<file path="config.mk">
export PLATFORM = sky130hd
export DESIGN_NAME = m_ext_seq
export DESIGN_NICKNAME = d
export VERILOG_FILES = /design/src/rtl/riscv_pkg.sv /design/src/rtl/m_ext_datapath.sv /design/src/rtl/m_ext_seq.sv
export SDC_FILE = /design/constraint.sdc
export NUM_CORES = 1
export LEC_CHECK = 0
export CAP_MARGIN = 5
export CORE_ASPECT_RATIO = 1.1
export CORE_UTILIZATION = 40
export DETAILED_ROUTE_END_ITERATION = 7
export GPL_TIMING_DRIVEN = 0
export PLACE_DENSITY = 0.67
export RECOVER_POWER = 50
export SYNTH_ARGS = -nofsm -noshare
export SYNTH_HDL_FRONTEND = slang
export SYNTH_SLANG_ARGS = --single-unit
</file>
<file path="constraint.sdc">
create_clock -name clk -period 4.25 [get_ports clk]
set_clock_uncertainty 0.05 [all_clocks]
set_input_delay 0.425 -clock clk [delete_from_list [all_inputs] [get_ports clk]]
set_output_delay 0.425 -clock clk [all_outputs]
set_load 0.05 [all_outputs]
</file>
<file path="src/rtl/riscv_pkg.sv">
// ----------------------------------------------------------------------------
// riscv_pkg
// Shared definitions for the RV32M multiply/divide sequencer.
//   m_state_t : sequencer states (IDLE, PREP, CALC, FIX, DONE)
//   m_op_t    : M-extension operation, encoded as the low three bits of m_func
//               (identical to the instruction funct3 field)
//   M_DIV_OVF_A, M_ALL_ONES : operand/result constants for the division
//               special cases
//   op_is_div / op_a_signed / op_b_signed : operation classification helpers
// ----------------------------------------------------------------------------
package riscv_pkg;

   localparam int unsigned M_XLEN = 32;

   typedef enum logic [2:0] {
      IDLE = 3'd0,
      PREP = 3'd1,
      CALC = 3'd2,
      FIX  = 3'd3,
      DONE = 3'd4
   } m_state_t;

   // Low bits of m_func; bit 2 separates the divide group from multiply.
   typedef enum logic [2:0] {
      M_MUL    = 3'b000,
      M_MULH   = 3'b001,
      M_MULHSU = 3'b010,
      M_MULHU  = 3'b011,
      M_DIV    = 3'b100,
      M_DIVU   = 3'b101,
      M_REM    = 3'b110,
      M_REMU   = 3'b111
   } m_op_t;

   localparam logic [M_XLEN-1:0] M_DIV_OVF_A = 32'h8000_0000;
   localparam logic [M_XLEN-1:0] M_ALL_ONES  = 32'hFFFF_FFFF;

   function automatic logic op_is_div(input m_op_t op);
      return (op == M_DIV) || (op == M_DIVU) || (op == M_REM) || (op == M_REMU);
   endfunction

   // MUL keeps only the low half, which is sign-agnostic, so it runs unsigned.
   function automatic logic op_a_signed(input m_op_t op);
      return (op == M_MULH) || (op == M_MULHSU) || (op == M_DIV) || (op == M_REM);
   endfunction

   function automatic logic op_b_signed(input m_op_t op);
      return (op == M_MULH) || (op == M_DIV) || (op == M_REM);
   endfunction

endpackage

</file>
<file path="src/rtl/m_ext_datapath.sv">
// ----------------------------------------------------------------------------
// m_ext_datapath
// Operand capture, radix-2 shift-add multiplier, restoring divider and sign
// fix-up for the RV32M sequencer. All sequencing comes from m_ext_seq.
// Ports:
//   clk, rst     clock, synchronous active-high reset
//   accept       latch funct3/op_a/op_b (request accepted in IDLE)
//   prep         PREP cycle: take magnitudes, record signs, seed registers
//   calc         CALC cycle: perform one multiply or divide iteration
//   commit       FIX cycle not flushed: register the final result
//   funct3       operation select
//   op_a, op_b   rs1 / rs2 values
//   special      divide-by-zero or signed-overflow case (valid in PREP)
//   result       registered result, held until the next commit
// ----------------------------------------------------------------------------
module m_ext_datapath
   import riscv_pkg::*;
#(
   parameter int XLEN = 32
) (
   input  logic            clk,
   input  logic            rst,
   input  logic            accept,
   input  logic            prep,
   input  logic            calc,
   input  logic            commit,
   input  logic [2:0]      funct3,
   input  logic [XLEN-1:0] op_a,
   input  logic [XLEN-1:0] op_b,
   output logic            special,
   output logic [XLEN-1:0] result
);

   // Conditional two's-complement negation helpers.
   function automatic logic [XLEN-1:0] neg_x(input logic [XLEN-1:0] v, input logic en);
      return en ? (~v + 1'b1) : v;
   endfunction

   function automatic logic [2*XLEN-1:0] neg_2x(input logic [2*XLEN-1:0] v, input logic en);
      return en ? (~v + 1'b1) : v;
   endfunction

   m_op_t               fn_q;
   logic [XLEN-1:0]     a_q, b_q;
   logic [XLEN-1:0]     opnd_q;      // multiplicand or divisor magnitude
   logic [2*XLEN-1:0]   acc_q;       // product, or {remainder, quotient}
   logic                sign_res_q, sign_rem_q, spec_q;
   logic [XLEN-1:0]     spec_val_q;

   logic signed [XLEN-1:0] a_s, b_s;
   logic                neg_a, neg_b, is_div;
   logic [XLEN-1:0]     mag_a, mag_b;
   logic                div_zero, div_ovf;
   logic [XLEN-1:0]     spec_val;

   logic [XLEN:0]       mul_sum;
   logic [2*XLEN-1:0]   mul_next;
   logic [XLEN:0]       div_rsh, div_diff;
   logic [2*XLEN-1:0]   div_next;

   logic [2*XLEN-1:0]   prod_fix;
   logic [XLEN-1:0]     quo_fix, rem_fix, fix_val;

   assign a_s    = a_q;
   assign b_s    = b_q;
   assign is_div = op_is_div(fn_q);
   assign neg_a  = op_a_signed(fn_q) && (a_s < 0);
   assign neg_b  = op_b_signed(fn_q) && (b_s < 0);
   assign mag_a  = neg_x(a_q, neg_a);
   assign mag_b  = neg_x(b_q, neg_b);

   assign div_zero = is_div && (b_q == '0);
   assign div_ovf  = ((fn_q == M_DIV) || (fn_q == M_REM)) &&
                     (a_q == M_DIV_OVF_A) && (b_q == M_ALL_ONES);
   assign special  = div_zero || div_ovf;

   // fn_q[1] selects REM/REMU within the divide group.
   always_comb begin
      spec_val = '0;
      if (div_zero) begin
         spec_val = fn_q[1] ? a_q : M_ALL_ONES;
      end else if (div_ovf) begin
         spec_val = fn_q[1] ? '0 : M_DIV_OVF_A;
      end
   end

   // Multiply step: add multiplicand to the upper half when the multiplier
   // LSB is set, then shift the whole register right (carry enters the MSB).
   assign mul_sum  = {1'b0, acc_q[2*XLEN-1:XLEN]} + {1'b0, opnd_q};
   assign mul_next = acc_q[0] ? {mul_sum, acc_q[XLEN-1:1]}
                              : {1'b0, acc_q[2*XLEN-1:1]};

   // Restoring divide step: shift the next dividend bit into the partial
   // remainder, trial-subtract, keep the difference if it did not borrow.
   assign div_rsh  = acc_q[2*XLEN-1:XLEN-1];
   assign div_diff = div_rsh - {1'b0, opnd_q};
   assign div_next = div_diff[XLEN] ? {div_rsh[XLEN-1:0], acc_q[XLEN-2:0], 1'b0}
                                    : {div_diff[XLEN-1:0], acc_q[XLEN-2:0], 1'b1};

   // Remainder takes the dividend sign; product and quotient take sign_res.
   assign prod_fix = neg_2x(acc_q, sign_res_q);
   assign quo_fix  = neg_x(acc_q[XLEN-1:0], sign_res_q);
   assign rem_fix  = neg_x(acc_q[2*XLEN-1:XLEN], sign_rem_q);

   always_comb begin
      fix_val = '0;
      if (spec_q) begin
         fix_val = spec_val_q;
      end else begin
         case (fn_q)
            M_MUL:                      fix_val = prod_fix[XLEN-1:0];
            M_MULH, M_MULHSU, M_MULHU:  fix_val = prod_fix[2*XLEN-1:XLEN];
            M_DIV, M_DIVU:              fix_val = quo_fix;
            default:                    fix_val = rem_fix;
         endcase
      end
   end

   always_ff @(posedge clk) begin
      if (rst) begin
         fn_q       <= M_MUL;
         a_q        <= '0;
         b_q        <= '0;
         opnd_q     <= '0;
         acc_q      <= '0;
         sign_res_q <= 1'b0;
         sign_rem_q <= 1'b0;
         spec_q     <= 1'b0;
         spec_val_q <= '0;
         result     <= '0;
      end else begin
         // Operand capture stage
         if (accept) begin
            fn_q <= m_op_t'(funct3);
            a_q  <= op_a;
            b_q  <= op_b;
         end
         // Magnitude/seed stage
         if (prep) begin
            spec_q     <= special;
            spec_val_q <= spec_val;
            sign_res_q <= neg_a ^ neg_b;
            sign_rem_q <= neg_a;
            opnd_q     <= is_div ? mag_b : mag_a;
            acc_q      <= {{XLEN{1'b0}}, (is_div ? mag_a : mag_b)};
         end
         // Iteration stage
         if (calc) begin
            acc_q <= is_div ? div_next : mul_next;
         end
         // Fix-up/commit stage
         if (commit) begin
            result <= fix_val;
         end
      end
   end

endmodule

</file>
<file path="src/rtl/m_ext_seq.sv">
// ----------------------------------------------------------------------------
// m_ext_seq
// Multi-cycle RV32M sequencer: MUL/MULH/MULHSU/MULHU/DIV/DIVU/REM/REMU, one
// bit per cycle. Owns the FSM and iteration counter; arithmetic lives in
// m_ext_datapath.
// Ports:
//   clk      system clock
//   rst      synchronous active-high reset (priority over everything)
//   start    request strobe, accepted only in IDLE with flush low
//   funct3   operation select
//   op_a     rs1 (multiplicand / dividend)
//   op_b     rs2 (multiplier / divisor)
//   flush    abort: any non-IDLE state returns to IDLE on the next edge
//   busy     high from the cycle after acceptance through the done cycle
//   done     one-cycle pulse, result valid in the same cycle
//   result   registered result, held until the next done
// ----------------------------------------------------------------------------
module m_ext_seq
   import riscv_pkg::*;
#(
   parameter int XLEN  = 32,
   parameter int CNT_W = $clog2(XLEN) + 1
) (
   input  logic            clk,
   input  logic            rst,
   input  logic            start,
   input  logic [2:0]      funct3,
   input  logic [XLEN-1:0] op_a,
   input  logic [XLEN-1:0] op_b,
   input  logic            flush,
   output logic            busy,
   output logic            done,
   output logic [XLEN-1:0] result
);

   m_state_t         state;
   logic [CNT_W-1:0] cnt;
   logic             accept, in_prep, in_calc, commit, special;

   assign accept  = (state == IDLE) && start && !flush;
   assign in_prep = (state == PREP);
   assign in_calc = (state == CALC);
   // A flush during FIX must leave the previous result untouched.
   assign commit  = (state == FIX) && !flush;

   m_ext_datapath #(
      .XLEN (XLEN)
   ) u_dp (
      .clk     (clk),
      .rst     (rst),
      .accept  (accept),
      .prep    (in_prep),
      .calc    (in_calc),
      .commit  (commit),
      .funct3  (funct3),
      .op_a    (op_a),
      .op_b    (op_b),
      .special (special),
      .result  (result)
   );

   always_ff @(posedge clk) begin
      if (rst) begin
         state <= IDLE;
         busy  <= 1'b0;
         done  <= 1'b0;
         cnt   <= '0;
      end else begin
         done <= 1'b0;
         case (state)
            IDLE: begin
               if (accept) begin
                  state <= PREP;
                  busy  <= 1'b1;
               end
            end
            PREP: begin
               if (flush) begin
                  state <= IDLE;
                  busy  <= 1'b0;
               end else begin
                  cnt   <= CNT_W'(XLEN);
                  state <= special ? FIX : CALC;
               end
            end
            CALC: begin
               if (flush) begin
                  state <= IDLE;
                  busy  <= 1'b0;
               end else begin
                  cnt <= cnt - CNT_W'(1);
                  // Last of exactly XLEN iterations.
                  if (cnt == CNT_W'(1)) begin
                     state <= FIX;
                  end
               end
            end
            FIX: begin
               if (flush) begin
                  state <= IDLE;
                  busy  <= 1'b0;
               end else begin
                  state <= DONE;
                  done  <= 1'b1;
               end
            end
            DONE: begin
               // Result is already committed, so a flush here changes nothing.
               state <= IDLE;
               busy  <= 1'b0;
            end
            default: begin
               state <= IDLE;
               busy  <= 1'b0;
            end
         endcase
      end
   end

endmodule

</file>
==> flow_metrics.tcl <==
set metrics [dict create \
    cts_tree "built" \
    remaining_drc_errors 0 \
    final-setup-viol-count 0 \
    rsz0062_at_grt "no" \
    synth_edf_count 0 \
    synthCells 2525 \
    p_leak_nw 7.778 \
    crit_path_end_kind "flip-flop" \
    hold_viol_final 0 \
    num_rows 82 \
    total_power_mw 6.316 \
    power_density_mw_per_mm2 298.6 \
    routedWlPerCell_um 24.19 \
    cts.htree.levels 1 \
    fmax_mhz 242.2 \
    drive_above_1_share_pct 4.371 \
    dpl.hpwl_um 62130 \
    slew_headroom_pct 13.18 \
    grt_pass1_wl_um 115700 \
    tightestPinTransition_ps 1299 \
    grt_max_degree 14 \
    insertion_delay_ps 570 \
    num_antenna_cells 0 \
    async_flop_share_pct 0 \
    ant_nets 0 \
    min_period_ps 4129 \
    antenna_found_initial 0 \
    syn2layout_area_growth_pct 14.80 \
    routed_via_density 6.200 \
    post_cts_buffers 0 \
    syn_area_per_cell_um2 7.298 \
    ctsHoldBuffers 0 \
    wl_um 78970 \
    synth_cell_types 87 \
    synth-seq-area-share_pct 26.18 \
    grt_pass1_vias 18610 \
    yosysWarnings 0 \
    hp-class "in2reg" \
    worst_ir_drop_vdd_uv 300.1 \
    slew_violations 0 \
    pin_count 105 \
    period_share_pct 97.14 \
    cts.clk_slew.worst_paths_ps 60 \
    critPathLaunchType "flip-flop" \
    holdWs_ps 352.6 \
    cts-root-buf "clkbuf_16" \
    core_mm2 0.04555 \
    yosysMostFrequentCell "nand2_1" \
    criticalPathCategory "reg2reg" \
    fin_nets 2802 \
    synth_area_leader_cell "dfxtp_1" \
    dr_total_vias 20243 \
    synth_commonest_cells "nand2_1 (369), a21oi_1 (311), dfxtp_1 (241)" \
    post_dp_cell_area_mm2 0.02020 \
    start_util_pct 40.45 \
    firstDrtPassIters 6 \
    status "finished clean" \
    synth_flop_cell "dfxtp_1" \
    numCtsBuffers 27 \
    final_area_mm2 0.02115 \
    arrival_ps 4580 \
    synth_top_area_share_pct 26.18 \
    globalRoute.totalOverflow 0 \
    cts_max_path_buffers 3 \
    cp_data_required_time_ps 4700 \
    grtUsageTotal_pct 32.91 \
    synth_area_mm2 0.01843 \
    io_buffers 104 \
    maxCapViolCount 0 \
    cts.sinks 241 \
    die_h_um 227.1 \
    place.gp.congestion 1.036 \
    dieWidth_um 206.6 \
    die_area_mm2 0.04693 \
    synth_seq_cells 241 \
    yosys-top-cells-area "dfxtp_1 (26%), a21oi_1 (8.4%), nand2_1 (7.5%)" \
    drtIter0Drc 2165 \
    worstPathMaxFanout 10 \
    synth_nets 2669 \
]
-- cell usage in the layout, fill, tap and decap left out, types with 20 or more instances in the layout --
cell,n
dlygate4sd3_1,36
a221oi_1,20
nand4_1,24
nand2_1,368
nor4_1,25
nand2b_1,55
clkbuf_1,182
dfxtp_1,241
clkbuf_16,27
or3_1,31
o21ai_0,149
ha_1,71
inv_1,59
a21oi_1,311
xor2_1,94
o211ai_1,47
nand3_1,63
xnor2_1,101
clkdlybuf4s50_1,68
a211oi_1,37
o31ai_1,38
nor3_1,54
mux2i_1,65
nor2_1,156
a21o_1,32
-- worst max-delay path: stages (launching register included) --
cell and delay [ps]:
dfxtp_1 310, clkbuf_1 280, clkinv_1 510, clkbuf_1 450, ha_1 360, and4b_1 190, clkbuf_1 190, nand4_1 220
clkbuf_1 490, o41ai_1 140, xor2_1 180, o21ai_1 370, o211ai_1 150, a21oi_1 160
-- repair_timing --
item,4_1_cts,5_1_grt
cloned,0,0
pin swaps,0,0
gates resized for setup,1,7
endpoints found under the setup margin,4,19
-- power breakdown --
part           internal, mW  total [mW]  switching [mW]
combinational         0.462        1.41           0.948
clock                  1.50        2.52            1.02
sequential             2.31        2.39          0.0812
total                  4.27        6.32            2.05
-- flip-flops by register name, summed over array words and instances, names as in the netlist --
name	flops
u_dp.b_q	32
u_dp.fn_q	3
u_dp.sign_rem_q	1
u_dp.opnd_q	32
u_dp.a_q	32
u_dp.acc_q	64
u_dp.sign_res_q	1
u_dp.result	32
u_dp.spec_q	1
state	3
done	1
u_dp.spec_val_q	32
cnt	6
busy	1
-- metrics by stage --
step	util [%]	cells	setup TNS [ps]	setup WS, ps
after floorplan	-	2525	0	954.2
after global placement	44.35	3217	-4.920	-4.920
after detailed placement	44.35	3217	-191.4	-59.56
after CTS	46.43	3265	0	79.98
after global routing	46.43	3265	0	71.24
final	46.43	3265	0	121.4
-- routing by layer --
metal | global-route usage, % | vias up | share of wire [%]
li1 | - | 9315 | -
met1 | 42.62 | 9598 | 40
met2 | 51.77 | 1094 | 44
met3 | 4.996 | 236 | 9.0
met4 | 18.95 | 0 | 6.4
met5 | 0 | - | 0
-- final cells by class --
cell class              instances  area, um^2
plain buffers                 213       903.4
clock buffers                  34       752.0
clock inverters                14       192.7
fillers                      4622       24400
inverters                      62       232.7
multi-input cells            2009       12470
flip-flops and latches        241        4825
well taps                     588       735.7
repair buffers                104        1041
-- final timing paths --
check	startpoint	slack, ps	to	cells after the start
worst min-delay path	op_b[0]	350	u_dp.b_q[0]	3
worst max register to register	u_dp.acc_q[0]	120	u_dp.result[24]	13
worst max-delay path	u_dp.acc_q[0]	120	u_dp.result[24]	13
worst min register to register	u_dp.result[7]	400	u_dp.result[7]	2
-- cells by family after synthesis --
| logic type | Yosys count | synth area share (%) |
|---|---|---|
| and+or+nand+nor | 876 | 22.50 |
| adders and majority gates | 73 | 5.038 |
| xor gates and xnor gates | 195 | 9.269 |
| DFF | 241 | 26.18 |
| AOI/OAI and AO/OA | 785 | 26.35 |
| muxes | 80 | 4.468 |
| buffers and inverters | 275 | 6.186 |
No activity file was read; power rests on OpenSTA's default activity.
